$ cat src/rtl/lfsr_burst_ctrl_if.sv
// Command and output-stream bundle for lfsr_burst_ctrl.
// slave is the sequencer side; master is the config master plus stream consumer.
interface lfsr_burst_ctrl_if #(
  parameter int WIDTH = 3,
  parameter int LEN_W = 8
);
  logic             cmd_valid;
  logic             cmd_ready;
  logic [WIDTH-1:0] cmd_taps;
  logic [WIDTH-1:0] cmd_seed;
  logic [LEN_W-1:0] cmd_len;
  logic             out_valid;
  logic             out_ready;
  logic [WIDTH-1:0] out_data;
  logic             out_last;
  logic             busy;
  logic             done;
  logic             err;
  logic [LEN_W-1:0] period;

  modport slave (
    input  cmd_valid, cmd_taps, cmd_seed, cmd_len, out_ready,
    output cmd_ready, out_valid, out_data, out_last, busy, done, err, period
  );

  modport master (
    output cmd_valid, cmd_taps, cmd_seed, cmd_len, out_ready,
    input  cmd_ready, out_valid, out_data, out_last, busy, done, err, period
  );
endinterface

$ cat src/rtl/lfsr_burst_ctrl.sv
// Command-driven Fibonacci LFSR burst sequencer; first beat 2 cycles after accept, done 1 cycle after last beat.
// Output stalls hold data and LFSR state; commands are refused (cmd_ready=0) while busy or pulsing done/err.
module lfsr_burst_ctrl #(
  parameter int WIDTH = 3,
  parameter int LEN_W = 8
) (
  input logic              clk,
  input logic              reset,
  lfsr_burst_ctrl_if.slave bus
);
  typedef enum logic [1:0] {IDLE, LOAD, RUN, FIN} state_t;

  state_t           state_q, state_d;
  logic [WIDTH-1:0] lfsr_q, taps_q, seed_q, lfsr_nxt;
  logic [LEN_W-1:0] len_q, cnt_q, step_q, step_inc, period_q;
  logic             seen_q, done_q, err_q;
  logic             cmd_rdy, o_vld, o_last, fin_done;
  logic             cmd_hs, beat_hs, bad_cfg;

  assign lfsr_nxt = {lfsr_q[WIDTH-2:0], ^(lfsr_q & taps_q)};
  assign step_inc = (&step_q) ? step_q : step_q + 1'b1;
  assign bad_cfg  = (bus.cmd_seed == '0) || (bus.cmd_taps == '0);
  assign cmd_hs   = bus.cmd_valid && cmd_rdy;
  assign beat_hs  = o_vld && bus.out_ready;

  always_ff @(posedge clk) begin
    if (reset) state_q <= IDLE;
    else       state_q <= state_d;
  end

  always_comb begin
    state_d  = state_q;
    cmd_rdy  = 1'b0;
    o_vld    = 1'b0;
    o_last   = 1'b0;
    fin_done = 1'b0;
    unique case (state_q)
      IDLE: begin
        // rejected and zero-length commands resolve in IDLE; block a new accept during their pulse
        cmd_rdy = !(done_q || err_q);
        if (bus.cmd_valid && cmd_rdy && !bad_cfg && (bus.cmd_len != '0)) state_d = LOAD;
      end
      LOAD: state_d = RUN;
      RUN: begin
        o_vld  = 1'b1;
        o_last = (cnt_q == LEN_W'(1));
        if (bus.out_ready && o_last) state_d = FIN;
      end
      FIN: begin
        fin_done = 1'b1;
        state_d  = IDLE;
      end
    endcase
  end

  always_ff @(posedge clk) begin
    if (reset) begin
      lfsr_q   <= '0;
      taps_q   <= '0;
      seed_q   <= '0;
      len_q    <= '0;
      cnt_q    <= '0;
      step_q   <= '0;
      period_q <= '0;
      seen_q   <= 1'b0;
      done_q   <= 1'b0;
      err_q    <= 1'b0;
    end else begin
      done_q <= 1'b0;
      err_q  <= 1'b0;
      if (cmd_hs) begin
        taps_q   <= bus.cmd_taps;
        seed_q   <= bus.cmd_seed;
        len_q    <= bus.cmd_len;
        period_q <= '0;
        seen_q   <= 1'b0;
        if (bad_cfg)                 err_q  <= 1'b1;
        else if (bus.cmd_len == '0)  done_q <= 1'b1;
      end
      if (state_q == LOAD) begin
        lfsr_q <= seed_q;
        cnt_q  <= len_q;
        step_q <= '0;
      end
      if (beat_hs) begin
        lfsr_q <= lfsr_nxt;
        cnt_q  <= cnt_q - 1'b1;
        step_q <= step_inc;
        // only the first return to the seed defines the period
        if ((lfsr_nxt == seed_q) && !seen_q) begin
          period_q <= step_inc;
          seen_q   <= 1'b1;
        end
      end
    end
  end

  assign bus.cmd_ready = cmd_rdy;
  assign bus.out_valid = o_vld;
  assign bus.out_data  = lfsr_q;
  assign bus.out_last  = o_last;
  assign bus.busy      = (state_q != IDLE);
  assign bus.done      = fin_done || done_q;
  assign bus.err       = err_q;
  assign bus.period    = period_q;
endmodule
$ cat src/flat_wrapper.sv
// flat-port wrapper written by rule: the top's interface ports become plain ports
module lfsr_burst_ctrl_flat 
#(
  parameter int WIDTH = 3,
  parameter int LEN_W = 8
)
  (clk, reset, bus_cmd_valid, bus_cmd_taps, bus_cmd_seed, bus_cmd_len, bus_out_ready, bus_cmd_ready, bus_out_valid, bus_out_data, bus_out_last, bus_busy, bus_done, bus_err, bus_period);
  lfsr_burst_ctrl_if #(.WIDTH(WIDTH), .LEN_W(LEN_W)) bus_i ();
  input logic clk;
  input logic reset;
  input wire logic [$bits(bus_i.cmd_valid)-1:0] bus_cmd_valid;
  input wire logic [$bits(bus_i.cmd_taps)-1:0] bus_cmd_taps;
  input wire logic [$bits(bus_i.cmd_seed)-1:0] bus_cmd_seed;
  input wire logic [$bits(bus_i.cmd_len)-1:0] bus_cmd_len;
  input wire logic [$bits(bus_i.out_ready)-1:0] bus_out_ready;
  output wire logic [$bits(bus_i.cmd_ready)-1:0] bus_cmd_ready;
  output wire logic [$bits(bus_i.out_valid)-1:0] bus_out_valid;
  output wire logic [$bits(bus_i.out_data)-1:0] bus_out_data;
  output wire logic [$bits(bus_i.out_last)-1:0] bus_out_last;
  output wire logic [$bits(bus_i.busy)-1:0] bus_busy;
  output wire logic [$bits(bus_i.done)-1:0] bus_done;
  output wire logic [$bits(bus_i.err)-1:0] bus_err;
  output wire logic [$bits(bus_i.period)-1:0] bus_period;
  assign bus_i.cmd_valid = bus_cmd_valid;
  assign bus_i.cmd_taps = bus_cmd_taps;
  assign bus_i.cmd_seed = bus_cmd_seed;
  assign bus_i.cmd_len = bus_cmd_len;
  assign bus_i.out_ready = bus_out_ready;
  assign bus_cmd_ready = bus_i.cmd_ready;
  assign bus_out_valid = bus_i.out_valid;
  assign bus_out_data = bus_i.out_data;
  assign bus_out_last = bus_i.out_last;
  assign bus_busy = bus_i.busy;
  assign bus_done = bus_i.done;
  assign bus_err = bus_i.err;
  assign bus_period = bus_i.period;
  lfsr_burst_ctrl #(.WIDTH(WIDTH), .LEN_W(LEN_W)) u_core (.clk(clk), .reset(reset), .bus(bus_i));
endmodule
$ cat config.mk
export PLATFORM = sky130hd
export DESIGN_NAME = lfsr_burst_ctrl_flat
export DESIGN_NICKNAME = d
export VERILOG_FILES = /design/src/rtl/lfsr_burst_ctrl_if.sv /design/src/rtl/lfsr_burst_ctrl.sv /design/src/flat_wrapper.sv
export SDC_FILE = /design/constraint.sdc
export NUM_CORES = 1
export LEC_CHECK = 0
export ABC_CLOCK_PERIOD_IN_PS = 1700
export CAP_MARGIN = 20
export CELL_PAD_IN_SITES_DETAIL_PLACEMENT = 0
export CELL_PAD_IN_SITES_GLOBAL_PLACEMENT = 1
export CORE_MARGIN = 3
export CORE_UTILIZATION = 36
export DETAILED_ROUTE_END_ITERATION = 10
export PLACE_DENSITY_LB_ADDON = 0.1
export SYNTH_ARGS = -nofsm -noshare
export SYNTH_HDL_FRONTEND = slang
export SYNTH_SLANG_ARGS = --single-unit
$ cat constraint.sdc
create_clock -name clk -period 1.7 [get_ports clk]
set_input_delay 0.17 -clock clk [delete_from_list [all_inputs] [get_ports clk]]
set_output_delay 0.17 -clock clk [all_outputs]
set_load 0.03 [all_outputs]
## After elaboration in Yosys (flattened, before gate mapping)

Index checks and enable logic that the tools add are counted.

- Bits in registers: 46
- Word-level logic and storage cells: 69

- Add/sub/neg operators: 2
- Equal/unequal tests: 7
- Mux-type cells: 22
- Bitwise operators: 2
- Reduce and logical (&&, ||, !) cells: 25

Operators by type and width:

| kind | number |
|---|---|
| $mux W8 | 8 |
| $mux W1 | 9 |
| $add A8 B1 Y8 const B | 1 |
| $eq A8 B1 Y1 const B | 1 |
| $logic_not A8 Y1 | 1 |
| $pmux W2 S4 | 1 |
| $reduce_and A8 Y1 | 1 |
| $reduce_bool A8 Y1 | 1 |
| $sub A8 B1 Y8 const B | 1 |
| $logic_and A1 B1 Y1 | 7 |
| $logic_not A3 Y1 | 2 |
| $mux W3 | 2 |
| $eq A2 B2 Y1 const B | 2 |
| $mux W2 | 2 |
| $ne A2 B1 Y1 const B | 2 |
| $reduce_bool A2 Y1 | 2 |
| $and A3 B3 Y3 | 1 |
| $eq A3 B3 Y1 | 1 |
| $logic_not A1 Y1 | 3 |
| $logic_or A1 B1 Y1 | 3 |
| $reduce_or A3 Y1 | 1 |
| $reduce_xor A3 Y1 | 1 |
| $eq A2 B1 Y1 const B | 1 |
| $logic_not A2 Y1 | 1 |
| 3 further kinds | 3 |

## Longest topological paths before layout

- Word-level depth: 7
- Mapped depth: 8
- Depth with buffers taken out: 7

## Worst setup path after synthesis

OpenSTA, ideal clock, no wires.

- Kind: reg-to-reg
- From: register u_core.state_q[0]
- To: register u_core.period_q[0], in the netlist u_core.bus.period[0]
- Arrival time: 2.110 ns
- Setup slack: -0.526 ns
- Stages on the path, launching flop included: 7
- Path buffers: 1
- Clock period less this slack: 2.226 ns
- Cell sequence: dfxtp_1 -> inv_1 -> ha_1 -> nor3b_1 -> nand2_1 -> clkbuf_1 -> a41o_1

- Cells in the longest elaborated chain, start to end: 6
- Elaborated cells between the ends (all ways): 9
- Those cells by class: 1 x eq/ne; 5 x mux; 3 x reduce/logical

RTL lines:

| what | RTL line | text |
|---|---|---|
| start, declared | lfsr_burst_ctrl.sv:13 | `state_t state_q, state_d;` |
| start signal, assigned | lfsr_burst_ctrl.sv:28 | `else state_q <= state_d;` |
| $logic_not A2 Y1 * | lfsr_burst_ctrl.sv:37 | `unique case (state_q)` |
| $mux W1 * | lfsr_burst_ctrl.sv:37 |  |
| net bus_cmd_ready | flat_wrapper.sv:16 | `output wire logic [$bits(bus_i.cmd_ready)-1:0] bus_cmd_ready;` |
| $logic_and A1 B1 Y1 * | lfsr_burst_ctrl.sv:23 | `assign cmd_hs = bus.cmd_valid && cmd_rdy;` |
| $mux W8 * | lfsr_burst_ctrl.sv:71 | `if (cmd_hs) begin` |
| $mux W8 | lfsr_burst_ctrl.sv:90 | `if ((lfsr_nxt == seed_q) && !seen_q) begin` |
| $mux W8 * | lfsr_burst_ctrl.sv:85 | `if (beat_hs) begin` |
| end signal, assigned | lfsr_burst_ctrl.sv:91 | `period_q <= step_inc;` |
| end, declared | lfsr_burst_ctrl.sv:15 | `logic [LEN_W-1:0] len_q, cnt_q, step_q, step_inc, period_q;` |

Mark *: on every way through the listed nets, which the timed path passes. The rest lies on a longest branch.
A chain may end at the register's enable or synchronous reset.

## Final worst setup path

- From: register u_core.lfsr_q[0], in the netlist u_core.bus.out_data[0]
- To: register u_core.period_q[0], in the netlist u_core.bus.period[0]

- Cells in the longest elaborated chain, start to end: 6

RTL lines:

| what | RTL line | text |
|---|---|---|
| start, declared | lfsr_burst_ctrl.sv:14 | `logic [WIDTH-1:0] lfsr_q, taps_q, seed_q, lfsr_nxt;` |
| start signal, assigned | lfsr_burst_ctrl.sv:81 | `lfsr_q <= seed_q;` |
| start signal, assigned | lfsr_burst_ctrl.sv:86 | `lfsr_q <= lfsr_nxt;` |
| $and A3 B3 Y3 | lfsr_burst_ctrl.sv:20 | `assign lfsr_nxt = {lfsr_q[WIDTH-2:0], ^(lfsr_q & taps_q)};` |
| $reduce_xor A3 Y1 | lfsr_burst_ctrl.sv:20 |  |
| $eq A3 B3 Y1 * | lfsr_burst_ctrl.sv:90 |  |
| $logic_and A1 B1 Y1 * | lfsr_burst_ctrl.sv:90 |  |
| $mux W8 * | lfsr_burst_ctrl.sv:90 |  |
| $mux W8 * | lfsr_burst_ctrl.sv:85 |  |

Every way passes the cells marked *; elsewhere a longest branch is shown, timed or not.

==> metrics.md <==
| Metric | Value |
|---|---|
| Status | `complete, but fails checks` |
| Violated checks | `negative setup slack` |
| Dominant cell type by area after synthesis | `dfxtp_1` |
| Slowest cell delay on critical path | `0.40 ns` |
| Hold Path End | `u_core.seed_q[2]` |
| Vias per cell | `5.30` |
| Worst Skew | `0.00582 ns` |
| Leading post-synthesis cells by cell area | `dfxtp_1 40%, nand2_1 7.3%, a21oi_1 5.0%, nor2_1 4.4%, ha_1 4.3%` |
| Vias | `2187` |
| RR Startpoint | `u_core.bus.out_data[0]` |
| Yosys top cell area share | `39.7%` |
| HP Start | `bus_cmd_seed[2]` |
| Cell variety after synth | `53` |
| Hold Crit Class | `primary input to register` |
| Clock latency on the worst-skew pair | `0.30 ns` |
| # rows | `28` |
| Drt wl/cell | `14.7 um` |
| Gr ovfl total | `0` |
| Layout cells sized above 1 | `23.4%` |
| Antenna violations before repair | `0` |
| CTS tree | `done` |
| Pin count of the biggest net entering global routing | `46` |
| Number of global-route vias before repair | `2032` |
| Post-synthesis cell count | `279` |
| Period minus WS final | `1.71 ns` |
| Worst-path clk slew | `0.08 ns` |
| Final worst-path cycle share | `100%` |
| Yosys warns | `0` |
| Finished Cell Area | `3200 um2` |
| Delay-heaviest family, CP | `XOR/XNOR gates` |
| Die Wd | `86.3 um` |
| Die height | `86.3 um` |
| Area of the mapped netlist | `2320 um2` |
| HPWL Detailed | `4420 um` |
| Slack of the critical path | `-0.00772 ns` |
| Fmax | `0.586 GHz` |
| Reg-to-Reg End | `u_core.bus.period[0]` |
| Endpoints failing hold | `0` |
| Max Slew Vio Count | `0` |
| Max VDD drop | `0.626 mV` |
| Reg-to-reg setup timing slack | `-0.008 ns` |
| R2r worst-path depth | `6` |
| Final setup vio count | `1` |
| Placer Congestion | `0.758` |
| Ys flop type | `dfxtp_1` |
| Max-cap violations | `0` |
| Pleak | `1.26 nW` |
| Power density cells | `1220 nW/um2` |
| Die area | `7450 um2` |
| Hold depth | `3` |
| Most frequent cells after synthesis | `46 x dfxtp_1, 45 x nand2_1, 27 x nor2_1` |
| First-pass GRT wire length | `9980 um` |
| Critical Path End Type | `register` |
| FILL cells | `599` |
| Post-DP Area | `2980 um2` |
| Reg area | `940 um2` |
| Final ANT Viol Nets | `0` |
| Post-Syn Nets | `305` |
| Initial Util | `38.1%` |
| Drt drc | `0` |
| Total chip power | `3.89 mW` |
| Core box area | `6100 um2` |
| H-tree levels | `2` |
| Longest Clk Path Bufs | `2` |
| WP buf/inv | `1` |
| Total global-route track usage | `16.9%` |
| Worst Path Arrival | `1.90 ns` |
| Crit-path cells | `nand2_2, xnor3_2, mux2i_4, buf_6, nor3_2, a41o_1` |
| Multi-input logic area | `1430 um2` |
| I/O Buffers | `34` |
| CP Max Fanout | `8` |
| Synth Area per Inst | `8.32 um2` |
| Routed wire length | `6090 um` |
| DR pass1 iterations | `4` |
| RSZ-0062 raised after global routing | `true` |
| Ant. Diodes | `0` |
| Seq/Total Area, Yosys | `39.7%` |
| Ys async rst share | `0%` |
| Num CTS Buffers | `5` |
| Kind of critical path | `register to register` |
| DR iter-0 viols | `123` |
| Root Driver | `clkbuf_8` |
| Worst Max-Slew Pin Slew | `0.415 ns` |
| Ports | `35` |
| Cell with the biggest individual delay on the critical path | `xnor3_2` |
| Final core occ | `52.6%` |
| Sink Count | `46` |
| Nets@finish | `365` |
| Post-synthesis register bit count | `46` |
| Max-slew headroom | `72.3%` |
| Synthesis-to-layout area growth | `38.0%` |
| Startpoint types | `register` |
| Top-count cell post-synth | `dfxtp_1` |
| Worst Path Required | `1.89 ns` |
| EDFF count, synth | `0` |
## logic make-up after synthesis
kind of cell / Yosys count / share of synthesized area, %
fa+ha+maj: 8 / 4.31
simple gates: 125 / 26.9
compound gates: 63 / 18.3
flops: 46 / 39.7
buf+inv: 24 / 4.36
mux: 8 / 3.99
xor+xnor: 5 / 2.53
## per-layer routing
metal | up-vias | track usage (%) | part of all wire, %
li1 | 1112 | - | -
met1 | 1031 | 23.1 | 48
met2 | 40 | 27.6 | 48
met3 | 4 | 3.42 | 3.9
met4 | 0 | 3.82 | 0.64
met5 | - | 0 | 0
## registers in the layout (all words and copies together), names as in the netlist
register and flops:
u_core.len_q 8, u_core.taps_q 3, u_core.bus.out_data 3, u_core.seen_q 1
u_core.seed_q 3, u_core.step_q 8, u_core.cnt_q 8, u_core.bus.period 8
u_core.done_q 1, u_core.bus.err 1, u_core.state_q 2
## layout by cell type, fill, tap and decap left out, types with 2 or more instances in the layout
| master | synthesis | routed |
|---|---|---|
| a211oi_1 | 6 | 6 |
| a21o_1 | 2 | 2 |
| a21oi_1 | 23 | 23 |
| a22oi_1 | 2 | 2 |
| a31oi_1 | 3 | 3 |
| a41o_1 | 5 | 5 |
| and2_1 | 2 | 2 |
| buf_12 | 0 | 2 |
| buf_4 | 0 | 33 |
| buf_6 | 1 | 3 |
| clkbuf_8 | 0 | 6 |
| clkdlybuf4s50_1 | 0 | 29 |
| dfxtp_1 | 46 | 37 |
| dfxtp_2 | 0 | 6 |
| dfxtp_4 | 0 | 3 |
| dlygate4sd2_1 | 0 | 2 |
| ha_1 | 8 | 5 |
| ha_4 | 0 | 2 |
| inv_1 | 8 | 7 |
| mux2i_1 | 7 | 7 |
| nand2_1 | 45 | 44 |
| nand2_2 | 1 | 2 |
| nand3_1 | 10 | 10 |
| nand3b_1 | 4 | 4 |
| nand4_1 | 2 | 2 |
| nor2_1 | 27 | 26 |
| nor2_2 | 1 | 2 |
| nor3_1 | 14 | 13 |
| nor4_1 | 4 | 3 |
| nor4_4 | 1 | 3 |
| o211a_1 | 2 | 2 |
| o21a_1 | 3 | 3 |
| o21ai_0 | 6 | 5 |
| o21ai_1 | 2 | 2 |
| or2_2 | 2 | 2 |
| xor2_1 | 3 | 2 |
## area by class of cell
type	instances	share of cell area, %
inverter	8	1.02
tap	75	2.93
clock buffer	6	2.58
timing repair buffer	69	19.6
multi-input combinational	209	44.5
sequential	46	29.3
## worst register-to-register path, delay by kind of cell (launching register included)
kind,cells,cell delay [ns]
AO/OA/AOI/OAI,1,0.20
XOR/XNOR,1,0.40
buffers and inverters,1,0.18
flip-flops,1,0.39
multiplexers,1,0.33
AND/OR/NAND/NOR,2,0.10
## report_power, final
group / internal (mW) / switching, mW
clock network: 0.314 / 0.351
logic: 0.877 / 0.942
registers: 1.25 / 0.160
## worst max-delay path by stage
stage	cells past startpoint	endpoint	startpoint	slack, ns
3_3_place_gp	6	u_core.bus.period[0]	bus_out_ready	-0.12
2_1_floorplan	7	u_core.bus.period[0]	u_core.state_q[0]	-0.008
3_5_place_dp	6	u_core.bus.period[0]	bus_out_ready	-0.17
6_report	6	u_core.bus.period[0]	u_core.bus.out_data[0]	-0.008
5_1_grt	6	u_core.bus.period[0]	u_core.taps_q[2]	-0.06
4_1_cts	6	u_core.bus.period[0]	u_core.bus.out_data[1]	-0.02
## through the flow
stage	TNS (ns)	hold WS (ns)	instances	setup WS, ns
after floorplan	-0.0171	0.306	279	-0.00773
after global placement	-0.626	0.445	403	-0.122
after detailed placement	-1.16	0.449	403	-0.171
after CTS	-0.0266	0.445	411	-0.0234
after global routing	-0.273	0.469	413	-0.0602
final	-0.00772	0.454	413	-0.00772
## timing repair
item,in CTS,in global routing
resized for setup,13,17
pin swaps,7,7
endpoints found under the setup margin,8,20
gates cloned,0,0
hold buffers,0,0
buffers inserted,2,2
Note: power is estimated with default switching activity, not from simulation.
